$ cat config.mk
export PLATFORM = sky130hd
export DESIGN_NAME = fe_sched
export DESIGN_NICKNAME = d
export VERILOG_FILES = /design/src/rtl/fe_sched.sv
export SDC_FILE = /design/constraint.sdc
export NUM_CORES = 1
export LEC_CHECK = 0
export ABC_AREA = 1
export CAP_MARGIN = 10
export CORE_ASPECT_RATIO = 0.9
export CORE_MARGIN = 3
export CORE_UTILIZATION = 30
export DETAILED_ROUTE_END_ITERATION = 12
export GPL_TIMING_DRIVEN = 0
export SYNTH_ARGS = -nofsm -noshare
export SYNTH_HDL_FRONTEND = slang
export SYNTH_SLANG_ARGS = --single-unit
$ cat constraint.sdc
create_clock -name clk -period 1.6 [get_ports clk]
set_clock_uncertainty 0.1 [all_clocks]
set_input_delay 0.32 -clock clk [delete_from_list [all_inputs] [get_ports clk]]
set_output_delay 0.32 -clock clk [all_outputs]
set_load 0.05 [all_outputs]
$ cat src/rtl/fe_sched.sv
// Round-robin scheduler sharing one fe/ack/senack four-phase handshake among NREQ requesters.
// Optional watchdog abort enabled by defining FE_SCHED_TIMEOUT_EN.
module fe_sched #(
  parameter int NREQ    = 4,
  parameter int IDW     = 2,
  parameter int TIMEOUT = 255
) (
  input  logic            clk,
  input  logic            reset,
  input  logic [NREQ-1:0] req,
  output logic [NREQ-1:0] gnt,
  output logic [IDW-1:0]  id,
  output logic            fe,
  input  logic            ack,
  input  logic            senack,
  output logic            busy,
  output logic            done,
  output logic            err
);

  typedef enum logic [1:0] {IDLE, REQ, XFER, REL} state_t;

  if (NREQ < 2 || NREQ > 16 || TIMEOUT < 1 || TIMEOUT > 65535 ||
      IDW != $clog2(NREQ)) begin : g_bad_param
  end

  state_t          state_q, state_d;
  logic [NREQ-1:0] gnt_q, gnt_d;
  logic [IDW-1:0]  id_q, id_d, ptr_q, ptr_d, win, ptr_nxt;
  logic            fe_q, fe_d, busy_q, busy_d, done_q, done_d;
  logic            found;
`ifdef FE_SCHED_TIMEOUT_EN
  logic [15:0]     wdog_q, wdog_d;
  logic            err_q, err_d;
`endif

  // Rotating priority scan starting at ptr.
  always_comb begin
    found = 1'b0;
    win   = '0;
    for (int i = 0; i < NREQ; i++) begin
      int s;
      s = int'(ptr_q) + i;
      if (s >= NREQ) s = s - NREQ;
      if (!found && req[s]) begin
        found = 1'b1;
        win   = s[IDW-1:0];
      end
    end
  end

  assign ptr_nxt = (id_q == IDW'(NREQ-1)) ? '0 : id_q + 1'b1;

  always_comb begin
    state_d = state_q;
    gnt_d   = gnt_q;
    id_d    = id_q;
    ptr_d   = ptr_q;
    fe_d    = fe_q;
    busy_d  = busy_q;
    done_d  = 1'b0;
    case (state_q)
      IDLE: if (found) begin
        gnt_d   = {{(NREQ-1){1'b0}}, 1'b1} << win;
        id_d    = win;
        fe_d    = 1'b1;
        busy_d  = 1'b1;
        state_d = REQ;
      end
      REQ: if (ack) begin
        fe_d    = 1'b0;
        state_d = XFER;
      end
      XFER: if (senack) state_d = REL;
      REL: if (!ack && !senack) begin
        state_d = IDLE;
        gnt_d   = '0;
        busy_d  = 1'b0;
        done_d  = 1'b1;
        ptr_d   = ptr_nxt;
      end
      default: state_d = IDLE;
    endcase
`ifdef FE_SCHED_TIMEOUT_EN
    err_d  = 1'b0;
    wdog_d = '0;
    if (state_q != IDLE && state_d == state_q) begin
      if (wdog_q == 16'(TIMEOUT-1)) begin
        // Stalled phase: drop the channel and move priority past the winner.
        state_d = IDLE;
        gnt_d   = '0;
        fe_d    = 1'b0;
        busy_d  = 1'b0;
        err_d   = 1'b1;
        ptr_d   = ptr_nxt;
      end else begin
        wdog_d  = wdog_q + 16'd1;
      end
    end
`endif
  end

  always_ff @(posedge clk or negedge reset) begin
    if (!reset) begin
      state_q <= IDLE;
      gnt_q   <= '0;
      id_q    <= '0;
      ptr_q   <= '0;
      fe_q    <= 1'b0;
      busy_q  <= 1'b0;
      done_q  <= 1'b0;
`ifdef FE_SCHED_TIMEOUT_EN
      wdog_q  <= '0;
      err_q   <= 1'b0;
`endif
    end else begin
      state_q <= state_d;
      gnt_q   <= gnt_d;
      id_q    <= id_d;
      ptr_q   <= ptr_d;
      fe_q    <= fe_d;
      busy_q  <= busy_d;
      done_q  <= done_d;
`ifdef FE_SCHED_TIMEOUT_EN
      wdog_q  <= wdog_d;
      err_q   <= err_d;
`endif
    end
  end

  assign gnt  = gnt_q;
  assign id   = id_q;
  assign fe   = fe_q;
  assign busy = busy_q;
  assign done = done_q;
`ifdef FE_SCHED_TIMEOUT_EN
  assign err  = err_q;
`else
  assign err  = 1'b0;
`endif

endmodule

; Word level (Yosys, flattened, before mapping)
; Index checks and enable logic that the tools add are counted.
[classes]
mux = 40
addsub = 8
n_shift = 1
n_lt_le_gt_ge = 8
n_reduce_logical = 17
eq_ne = 8
[ops]
columns = op, n
row1 = "less-than comparator 32 x 4 -> 1 bit, second input constant", 4
row2 = 2-to-1 mux 32 bit, 4
row3 = 2-to-1 mux 2 bit, 9
row4 = 2-to-1 mux 1 bit, 17
row5 = "subtractor 3 x 3 -> 4 bit, second input constant", 3
row6 = "greater-or-equal comparator 3 bit, second input constant", 3
row7 = binary-select mux 1 bit (select 2 bit), 4
row8 = 2-to-1 mux 4 bit, 2
row9 = "!= test 2 bit, second input constant", 4
row10 = case mux 2 bit (4 select lines), 1
row11 = case mux 4 bit (2 select lines), 1
row12 = "adder 2 x 2 -> 3 bit, second input constant", 2
row13 = "equality test 2 bit, second input constant", 3
row14 = AND reduction 3 bit, 2
row15 = logical NOT 1 bit, 5
row16 = logical AND 1 bit, 4
row17 = case mux 1 bit (2 select lines), 2
row18 = AND reduction 2 bit, 2
row19 = AND reduction 4 bit, 1
row20 = nonzero test 2 bit, 2
row21 = "left shift 1 x 2 -> 4 bit, first input constant", 1
row22 = "subtractor 2 x 3 -> 4 bit, second input constant", 1
row23 = "adder 2 x 1 -> 3 bit, second input constant", 1
row24 = "greater-or-equal comparator 2 x 3 -> 1 bit, second input constant", 1
row25 = other kinds (3), 3
[word_totals]
inputBits = 8
register_bits = 13
out_inout_bits = 10
elab_cells = 89

; Logic depth before layout (Yosys ltp)
[depth]
word_depth = 18
ltp_mapped = 12
ltp_nobuf = 12

; Least setup slack after synthesis
; Ideal clock, no wire load.
[synth_timing]
kind = register to register
start = reg ptr_q[0]
end = reg gnt_q[1], in the netlist gnt[1]
period_less_slack_ns = 1.493
required_time_ns = 1.382
path_slack_ns = 0.107
n_path_buf = 1
arrival_time_ns = 1.275
path_stages_with_launch = 12
setup_ns = 0.118
cell_sequence = dfrtp_1 > buf_6 > nand2_2 > nand3_1 > nand2_4 > inv_1 > a21oi_1 > nand2_1 > nand2_2 > inv_2 > nand2_1 > nand2_1
[synth_via]
elab_chain_len = 18
word_cells_on_any_way = 46
cone_classes = add/sub: 7 / order compare: 4 / eq/ne: 1 / shift: 1 / mux: 26 / reduce/logical: 7
[synth_rtl]
columns = item, line
row1 = "start, declared", 29  ; logic [IDW-1:0] id_q, id_d, ptr_q, ptr_d, win, ptr_nxt;
row2 = "start signal, assigned", 120  ; ptr_q <= ptr_d;
row3 = branches (longest 18 deep; another with subtractor 3 x 3 -> 4 bit), n/a
row4 = "end signal, assigned", 118  ; gnt_q <= gnt_d;
row5 = "end, declared", 28  ; logic [NREQ-1:0] gnt_q, gnt_d;
; Several ways; the timed one is not identified. The select of a mux whose other input is x is not followed.
; A chain may end at the register's enable or synchronous reset.

; Final worst setup path
; Same ends and word-level chain as after synthesis.

==> impl_metrics.csv <==
group,metric,value,unit
critical_path,worstPathRequired,1.63,ns
timing,setup_viol,2,
layout,area_delta_synth_final,28.5,%
place,dp.cells,201,
logic_synthesis,synthDistinctLibCells,22,
clock_network,clk_pin_slew,0.05,ns
die,die_w,67.9,um
timing,hold_viol,0,
layout,drive_above_1_share,27.6,%
logic_synthesis,synth_flop_cell,"dfrtp_1",
logic_synthesis,synth_area_leaders,"dfrtp_1, nand2_1, nand2_4, ha_1, nand2_2",
logic_synthesis,netlist_instances,143,
run_status,violations,"setup timing",
grt,grt_usage,11.0,%
detailed_routing,drtPass1Iterations,4,
die,chipHeight,61.8,um
die,core_area,0.00319,mm2
grt,grt_pass1_wl,3440,um
clock_network,numCtsBuffers,3,
critical_path,start_kind,"register",
critical_path,critPathMostFrequentCell,"nand2_1",
die,start_util,32.5,%
place,port_buffers,16,
place,dpl_worst_slack,-0.346,ns
detailed_routing,vias_per_cell,4.42,
timing,finalCritPeriodShare,101,%
clock_network,worstSkewPairLatency,0.24,ns
logic_synthesis,yosysMostFrequentCell,"nand2_1",
critical_path,cp.arrival,1.65,ns
timing,grt_setup_unrepaired,"true",
clock_network,clock_path_buffers,2,
detailed_routing,routed_wirelength,2010,um
grt,grt_pass1_vias,807,
timing,worst_pin_slew,0.573,ns
clock_network,cts_tree,"yes",
logic_synthesis,ys_seq_area_share,31.4,%
detailed_routing,drtIter0Drc,32,
critical_path,worst-path-max-fanout,10,
clock_network,cts_root_buf,"clkbuf_8",
logic_synthesis,yosysTopAreaCellShare,31.4,%
power_and_ir_drop,power,0.00312,W
critical_path,path_cells,"buf_6 > nand2_2 > nand2_1 > nand2_2 > nand2_4 > nor2_8 > nand3_2 > nand3_2 > nor2_1 > nand2_1 > nand2_1",
layout,nets,177,
critical_path,critPathSlowestCell,"dfrtp_1",
timing,slew_viol_final,0,
logic_synthesis,yosys-top-cells-count,"nand2_1, inv_1, dfrtp_1",
layout,fillers,342,
critical_path,max_stage_delay,0.39,ns
logic_synthesis,synth_edf_count,0,
logic_synthesis,ys_warn_count,0,
detailed_routing,vias,906,
run,cap_violations,0,
timing,max-slew-margin-rel,61.7,%
timing,period_minus_slack,1.61,ns
logic_synthesis,ys_ff_latch,13,
logic_synthesis,syn_area_per_cell,7.24,um2
clock_network,htreeDepth,1,
die,ioPinCount,18,
detailed_routing,drc,0,
timing,layout_setup_ws,-0.0143,ns
run_status,status,"finished, violations left",
die,row_count,19,
detailed_routing,ant_nets,0,
logic_synthesis,synthesis.nets,156,
clock_network,cts.sinks,13,
grt,grt_max_degree,14,
detailed_routing,avgRoutedWirePerCell,9.79,um
power_and_ir_drop,power.leakage,0.708,nW
critical_path,path_class,"reg2reg",
die,dieArea,0.00420,mm2
place,gp_congestion,0.839,
layout,final_cells,205,
layout,n_antenna_cell,0,
power_and_ir_drop,peakVddDrop,0.000878,V
power_and_ir_drop,power_density,2340,mW/mm2
logic_synthesis,synthArstFlopShare,100,%
logic_synthesis,yosysTopAreaCell,"dfrtp_1",
logic_synthesis,synth_area,0.00104,mm2
clock_network,hold_buffers,0,
grt,overflow,0,
critical_path,reg2reg_slack,-0.01,ns
clock_network,cts_setup_buffers,0,
critical_path,endpoint_kind,"register",
worst_hold_path,hp-class,"in2async",
grt,antenna_found_initial,0,
place,dpl.hpwl,1660,um
timing,fmax,619,MHz
==> report_power, final <==
part	total [W]	switching, W	internal, W
clock network	0.000287	0.000111	0.000176
logic	0.00224	0.00150	0.000737
registers	0.000593	0.000116	0.000477
total	0.00312	0.00173	0.00139
==> flip-flops by register name, summed over array words and instances (netlist names) <==
signal   flops
gnt          4
id           2
ptr_q        2
state_q      2
busy         1
done         1
fe           1
==> cell usage in the layout (no fill, tap or decap), types with 5 or more instances in the layout <==
master and n:
dfrtp_1 12, nand2_4 7, nand2_2 12, nand3_2 5, nor2_1 6, nand2_1 47
dlygate4sd2_1 9, inv_1 14, nand3_1 5, clkdlybuf4s50_1 5, o21ai_1 5
==> through the flow <==
| stage | TNS (ns) | hold slack, ns | area (um2) | utilization, % |
|---|---|---|---|---|
| final | -0.0278 | 0.347 | 1330 | 41.8 |
| after global routing | -1.06 | 0.399 | 1330 | 41.8 |
| after CTS | -0.0102 | 0.369 | 1300 | 40.8 |
| after detailed placement | -2.90 | 0.368 | 1250 | 39.2 |
| after global placement | -2.76 | 0.360 | 1250 | 39.2 |
| after floorplan | 0 | -0.0756 | 1040 | - |
==> critical path: cells and delay by family (launching register included) <==
family | cells | cell delay [ns]
buffers and inverters | 1 | 0.16
DFF | 1 | 0.39
and+or+nand+nor | 10 | 0.84
==> per-layer routing <==
| metal | GRT usage, % | up-vias | part of all wire [%] |
|---|---|---|---|
| met5 | 0 | - | 0 |
| met4 | 4.25 | 0 | 1.2 |
| met3 | 3.78 | 6 | 3.6 |
| met2 | 17.6 | 11 | 49 |
| met1 | 13.8 | 407 | 46 |
| li1 | - | 482 | - |
==> kinds of logic (layout without fill, tap and decap cells) <==
kind of cell	Yosys count	count (layout)	synth area share, %
and+or+nand+nor	90	90	46.4
other	1	1	0.362
AOI/OAI and AO/OA	14	14	7.49
DFF	13	13	31.4
adders and majority gates	5	5	6.04
buffers and inverters	20	40	8.33
==> what timing repair did <==
| action | CTS | global route |
|---|---|---|
| pin swaps | 3 | 0 |
| gates resized for setup | 19 | 7 |
| endpoints found under the setup margin | 17 | 12 |
| endpoints found under the hold margin | 0 | 0 |
==> worst paths after layout <==
path / start / end / cells past startpoint
worst max-delay path: ptr_q[0]$_DFFE_PN0P_ / gnt[1]$_DFFE_PN0P_ / 11
worst min-delay path: reset / gnt[0]$_DFFE_PN0P_ / 1
worst max register to register: ptr_q[0]$_DFFE_PN0P_ / gnt[1]$_DFFE_PN0P_ / 11
worst min register to register: busy$_DFFE_PN0P_ / busy$_DFFE_PN0P_ / 2
max in group asynchronous: reset / ptr_q[1]$_DFFE_PN0P_ / 1
min in group clk: busy$_DFFE_PN0P_ / busy$_DFFE_PN0P_ / 2
==> final cells by class <==
class | count | area, um2 | area share (%)
Tap cell | 42 | 52.6 | 3.95
Multi-Input combinational cell | 110 | 672 | 50.5
Clock buffer | 4 | 45.0 | 3.38
Timing Repair Buffer | 16 | 149 | 11.2
Sequential cell | 13 | 327 | 24.5
Buffer | 2 | 18.8 | 1.41
Inverter | 18 | 67.6 | 5.08
No activity file was read; power rests on OpenSTA's default activity.
==> RTL change 1, RTL diff (config.mk and constraints unchanged) <==
`IDW`: 2 -> 1.
--- a/src/rtl/fe_sched.sv
+++ b/src/rtl/fe_sched.sv
@@ -3,5 +3,5 @@
 module fe_sched #(
   parameter int NREQ    = 4,
-  parameter int IDW     = 2,
+  parameter int IDW     = 1,
   parameter int TIMEOUT = 255
 ) (
Interface: changed (resized id); port bits go from 18 to 17. No check against the original RTL was run, so the function may have changed too.
==> RTL change 1 against the unedited design <==
- non-clock buffer count decreased by 1
- sequential cell count decreased by 4
- via count is 38% lower
- area after synthesis shrank 33%
- register-to-register slack better by 170 ps
- first-iteration DRC count down 56%
- worst setup slack better by 65 ps
- hold slack worse by 87 ps
- die area decreased by 30%
- count of clock-buffer cells in the layout did not move
- wire length is 36% lower
- power is 46% lower
- design area down 33%
- highest routed layer unchanged
==> RTL change 1: results <==
export IMPL_design_seq_count=9
export IMPL_grt_met2_usage=0.163
export IMPL_worstReg2RegStart="state_q[0]"
export IMPL_synth_compound_gate_area_share=0.0649
export IMPL_root_buffer="sky130_fd_sc_hd__clkbuf_4"
export IMPL_number_of_input_and_output_port_buffers_inserted=13
export IMPL_timing_critical_path_slowest_cell_delay_ps=530
export IMPL_peakVddDrop_mv=0.853
export IMPL_synth_area_top_cells="sky130_fd_sc_hd__dfrtp_1 32%, sky130_fd_sc_hd__nand2_1 14%, sky130_fd_sc_hd__ha_1 7.2%"
export IMPL_flow_area_growth_from_synthesis_pct=27.6
export IMPL_total_power_mw=1.67
export IMPL_crit_family="buffers and inverters"
export IMPL_wirelength_met1_um=624
export IMPL_number_of_global_route_vias_before_repair=554
export IMPL_setup_worst_path_start="gnt[0]"
export IMPL_nonClockInverterCount=11
export IMPL_dr_total_vias=558
export IMPL_regToRegSetupSlack_ps=160
export IMPL_async_set_or_reset_flop_fraction_in_the_synthesized_netlist=1.00
export IMPL_buf_share=0.177
export IMPL_fin_worst_hold_slack_ps=260
export IMPL_drive_above_1_share=0.238
export IMPL_grt_max_degree=11
export IMPL_power_sequential_fraction=0.242
export IMPL_grtUsageMet1=0.133
export IMPL_clk_share=0.0297
export IMPL_detailedPlace_worstSlack_ps=-96.0
export IMPL_avgSynthCellArea_um2=8.07
export IMPL_grt_first_pass_wirelength_um=2390
export IMPL_muxShareOfSynthArea=0
export IMPL_crit_path_max_fanout=2
export IMPL_synth_top_cells_by_count="26 x sky130_fd_sc_hd__nand2_1, 10 x sky130_fd_sc_hd__inv_1, 9 x sky130_fd_sc_hd__dfrtp_1"
export IMPL_rows=15
export IMPL_netSwitchingFraction=0.514
export IMPL_outcome="complete, no violations"
export IMPL_multi_input_area_share=0.458
export IMPL_cp_arrival_ps=1130
export IMPL_placement_cell_area_um2=863
export IMPL_layout_nets=118
export IMPL_power_leakage_nw=0.472
export IMPL_grtUsageMet3=0.0372
export IMPL_post_place_cells=126
export IMPL_met2_layer_wire_length_in_the_routed_design_um=584
export IMPL_initialDrtViolationCount=14
export IMPL_place_hpwl_um=1060
export IMPL_met3_routed_length_um=63
export IMPL_cpMaxStageDelayCell="sky130_fd_sc_hd__dlygate4sd2_1"
export IMPL_rr_endpoint="state_q[0]"
export IMPL_clock_insertion_delay_worst_skew_ps=260
export IMPL_combinational_power_share=0.650
export IMPL_final_fill_count=217
export IMPL_worst_r2r_cell_count=5
export IMPL_nMultiInputCombCells=64
export IMPL_wl_per_cell_um=9.92
export IMPL_final_signal_buffer_count=17
export IMPL_synth_yosys_seq_area_share=0.324
export IMPL_postRouteWirelength_um=1290
export IMPL_synth_fa_ha_area_frac=0.0721
export IMPL_gp_congestion=0.767
[RTL change 1: changes by cell type in the layout (fill, tap and decap cells not counted), sizes merged, moves of 3 or more]
cell / delta
nand4: +4
inv: -7
dfrtp: -4
o21ai: -3
nand3: -7
a21oi: -3
dlygate4sd2: -7
nand2: -33
nor2: -5
[RTL change 1: worst register-to-register path: stages (launching register included)]
cell                      delay [ps]
sky130_fd_sc_hd__dfrtp_1         410
sky130_fd_sc_hd__inv_1            80
sky130_fd_sc_hd__ha_1            280
sky130_fd_sc_hd__or2_2           320
sky130_fd_sc_hd__nand4_1          90
sky130_fd_sc_hd__nand2_1          50
[RTL change 1: worst max path at each step]
stage / to / slack, ps / cells past startpoint
final: gnt[0] / 50 / 1
after global routing: gnt[0] / 5 / 1
after CTS: id / 3 / 1
after detailed placement: id / -100 / 8
after global placement: gnt[0] / -70 / 9
after floorplan: busy / 200 / 6
[RTL change 1: repair_timing]
item | CTS | global route
pin swaps | 0 | 0
resized for setup | 6 | 6
endpoints found under the setup margin | 6 | 7
==> RTL change 2, RTL diff (same settings) <==
Made on the original files. Re-encode `state_t` (4 states) as one-hot, 4 bits wide.
--- a/src/rtl/fe_sched.sv
+++ b/src/rtl/fe_sched.sv
@@ -19,5 +19,5 @@
 );
 
-  typedef enum logic [1:0] {IDLE, REQ, XFER, REL} state_t;
+  typedef enum logic [3:0] {IDLE = 4'b0001, REQ = 4'b0010, XFER = 4'b0100, REL = 4'b1000} state_t;
 
   if (NREQ < 2 || NREQ > 16 || TIMEOUT < 1 || TIMEOUT > 65535 ||
Function: no difference found for any inputs over 10 cycles, from zero or initial values and one cycle with reset low; not proved beyond that.
==> RTL change 2 against the unedited design <==
- the flow still finishes with violations (setup timing)
- design area rose by 12%
- worst setup slack got worse by 47 ps
- sequential cell count is 2 higher
- critical path type unchanged
- count of clock-buffer cells in the layout down 1
- via count increased by 3.5%
- sequential share of layout area rose by 0.83 points
- largest cell class unchanged
- wire length up 10%
- critical path depth unchanged
- synthesized cell count is 2.1% lower
- area after synthesis shrank 3.7%
Power is not shown: default switching activity piles up to over one toggle a cycle in this logic, so the estimate is an artifact.
==> RTL change 2: results <==
export IMPL_outcome="finished with violations"
export IMPL_violations="setup timing"
export IMPL_detail_route_first_pass_iterations=5
export IMPL_number_of_input_and_output_port_buffers_inserted=16
export IMPL_avgSynthCellArea_um2=7.12
export IMPL_layout_cells_non_filler=212
export IMPL_antenna_violations_before_repair=0
export IMPL_post_place_cells=198
export IMPL_synth_yosys_seq_area_share=0.378
export IMPL_number_of_global_route_vias_before_repair=843
export IMPL_cts_made_buffers=3
export IMPL_worstMarginPinSlew_ps=656
export IMPL_place_hpwl_um=1550
export IMPL_cp_arrival_ps=1710
export IMPL_setup_violations=11
export IMPL_n_antenna_cell=0
export IMPL_timing_critical_path_slowest_cell_delay_ps=370
export IMPL_htreeDepth=1
export IMPL_synth_cell_types=28
export IMPL_grt_max_degree=16
export IMPL_avgViaCountPerCell=4.42
export IMPL_finalWorstSetupSlack_ps=-60.9
export IMPL_synth_area_top_cells="sky130_fd_sc_hd__dfrtp_1 35%, sky130_fd_sc_hd__nand2_1 20%, sky130_fd_sc_hd__nand2_2 7.5%"
export IMPL_synth_flop_cell="sky130_fd_sc_hd__dfrtp_1"
export IMPL_worst_r2r_cell_count=11
export IMPL_postRouteWirelength_um=2210
export IMPL_clkSlewWorstSetupHoldPaths_ps=60
export IMPL_worst_hold_path_type="input port to asynchronous set/reset pin"
export IMPL_initialDrtViolationCount=37
export IMPL_synth_net_count=149
export IMPL_layout_nets=180
export IMPL_gp_congestion=0.890
export IMPL_drive_above_1_share=0.400
export IMPL_crit_family="simple AND/OR/NAND/NOR gates"
export IMPL_ctsLongestPathBuffers=2
export IMPL_root_buffer="sky130_fd_sc_hd__clkbuf_8"
export IMPL_grt_first_pass_wirelength_um=3510
export IMPL_async_set_or_reset_flop_fraction_in_the_synthesized_netlist=1.00
export IMPL_globalRouteTotalUtil=0.115
export IMPL_synth_top_cells_by_count="52 x sky130_fd_sc_hd__nand2_1, 17 x sky130_fd_sc_hd__inv_1, 14 x sky130_fd_sc_hd__dfrtp_1"
export IMPL_cpMaxStageDelayCell="sky130_fd_sc_hd__dfrtp_1"
export IMPL_clock_insertion_delay_worst_skew_ps=250
export IMPL_crit_path_max_fanout=6
export IMPL_setup_tns_final_ps=-309
export IMPL_synth_warnings=0
RTL change 2: changes by cell type in the layout (fill, tap and decap cells not counted), moves of 3 or more:
cell                            change
sky130_fd_sc_hd__ha_1               -3
sky130_fd_sc_hd__o21ai_2            +4
sky130_fd_sc_hd__nand2_4            +7
sky130_fd_sc_hd__buf_4              +6
sky130_fd_sc_hd__nor2_2             -3
sky130_fd_sc_hd__dlygate4sd2_1      -4
sky130_fd_sc_hd__nand2_1            -5
RTL change 2: cell families (layout without fill, tap and decap cells):
kind of cell / count (synthesis) / in the layout / share of synthesized area
buf+inv: 22 / 52 / 0.102
fa+ha+maj: 1 / 1 / 0.0125
compound gates: 12 / 12 / 0.0703
flops: 15 / 15 / 0.378
simple gates: 89 / 89 / 0.434
other cells: 1 / 1 / 0.00376
RTL change 2: final timing paths:
kind                           from  slack [ps]  endpoint
min in group clk             gnt[2]         370    gnt[2]
max                        ptr_q[0]         -60     id[0]
min reg2reg                  gnt[2]         370    gnt[2]
max in group asynchronous     reset         570  ptr_q[1]
min                           reset         370    gnt[3]
max reg2reg                ptr_q[0]         -60     id[0]
RTL change 2: layout make-up:
type | instances | area (um2)
buffer | 2 | 18.8
clock buffer | 3 | 41.3
clock inverter | 1 | 5.00
fill | 282 | 1620
inverter | 20 | 92.6
multi-input combinational | 103 | 672
sequential | 15 | 378
tap | 42 | 52.6
timing repair buffer | 25 | 221
timing repair inverter | 1 | 8.76
RTL change 2: per-stage QoR:
step | hold WS (ps) | cell area (um2) | setup WS, ps
after floorplan | -75.6 | 997 | 79.9
final | 370 | 1490 | -60.9
after CTS | 376 | 1280 | 2.73
after global routing | 404 | 1490 | -153
after detailed placement | 366 | 1210 | -312
after global placement | 358 | 1210 | -283
RTL change 2: repair_timing:
item                       CTS  global route
cloned                       0             2
setup endpoints to repair   16            18
setup buffers                2             6
gates resized for setup     13            50
pin swaps                    1            15
RTL change 2: worst register-to-register path, delay by kind of cell, from the launching register on:
family	cells	cell delay [ps]
buffers and inverters	3	320
and+or+nand+nor	7	620
DFF	1	370
AOI/OAI and AO/OA	1	160
RTL change 2: per-layer routing:
layer / part of all wire / GRT usage
met4: 0.0086 / 0.0348
met1: 0.43 / 0.138
met5: 0 / 0
met3: 0.030 / 0.0389
met2: 0.53 / 0.196
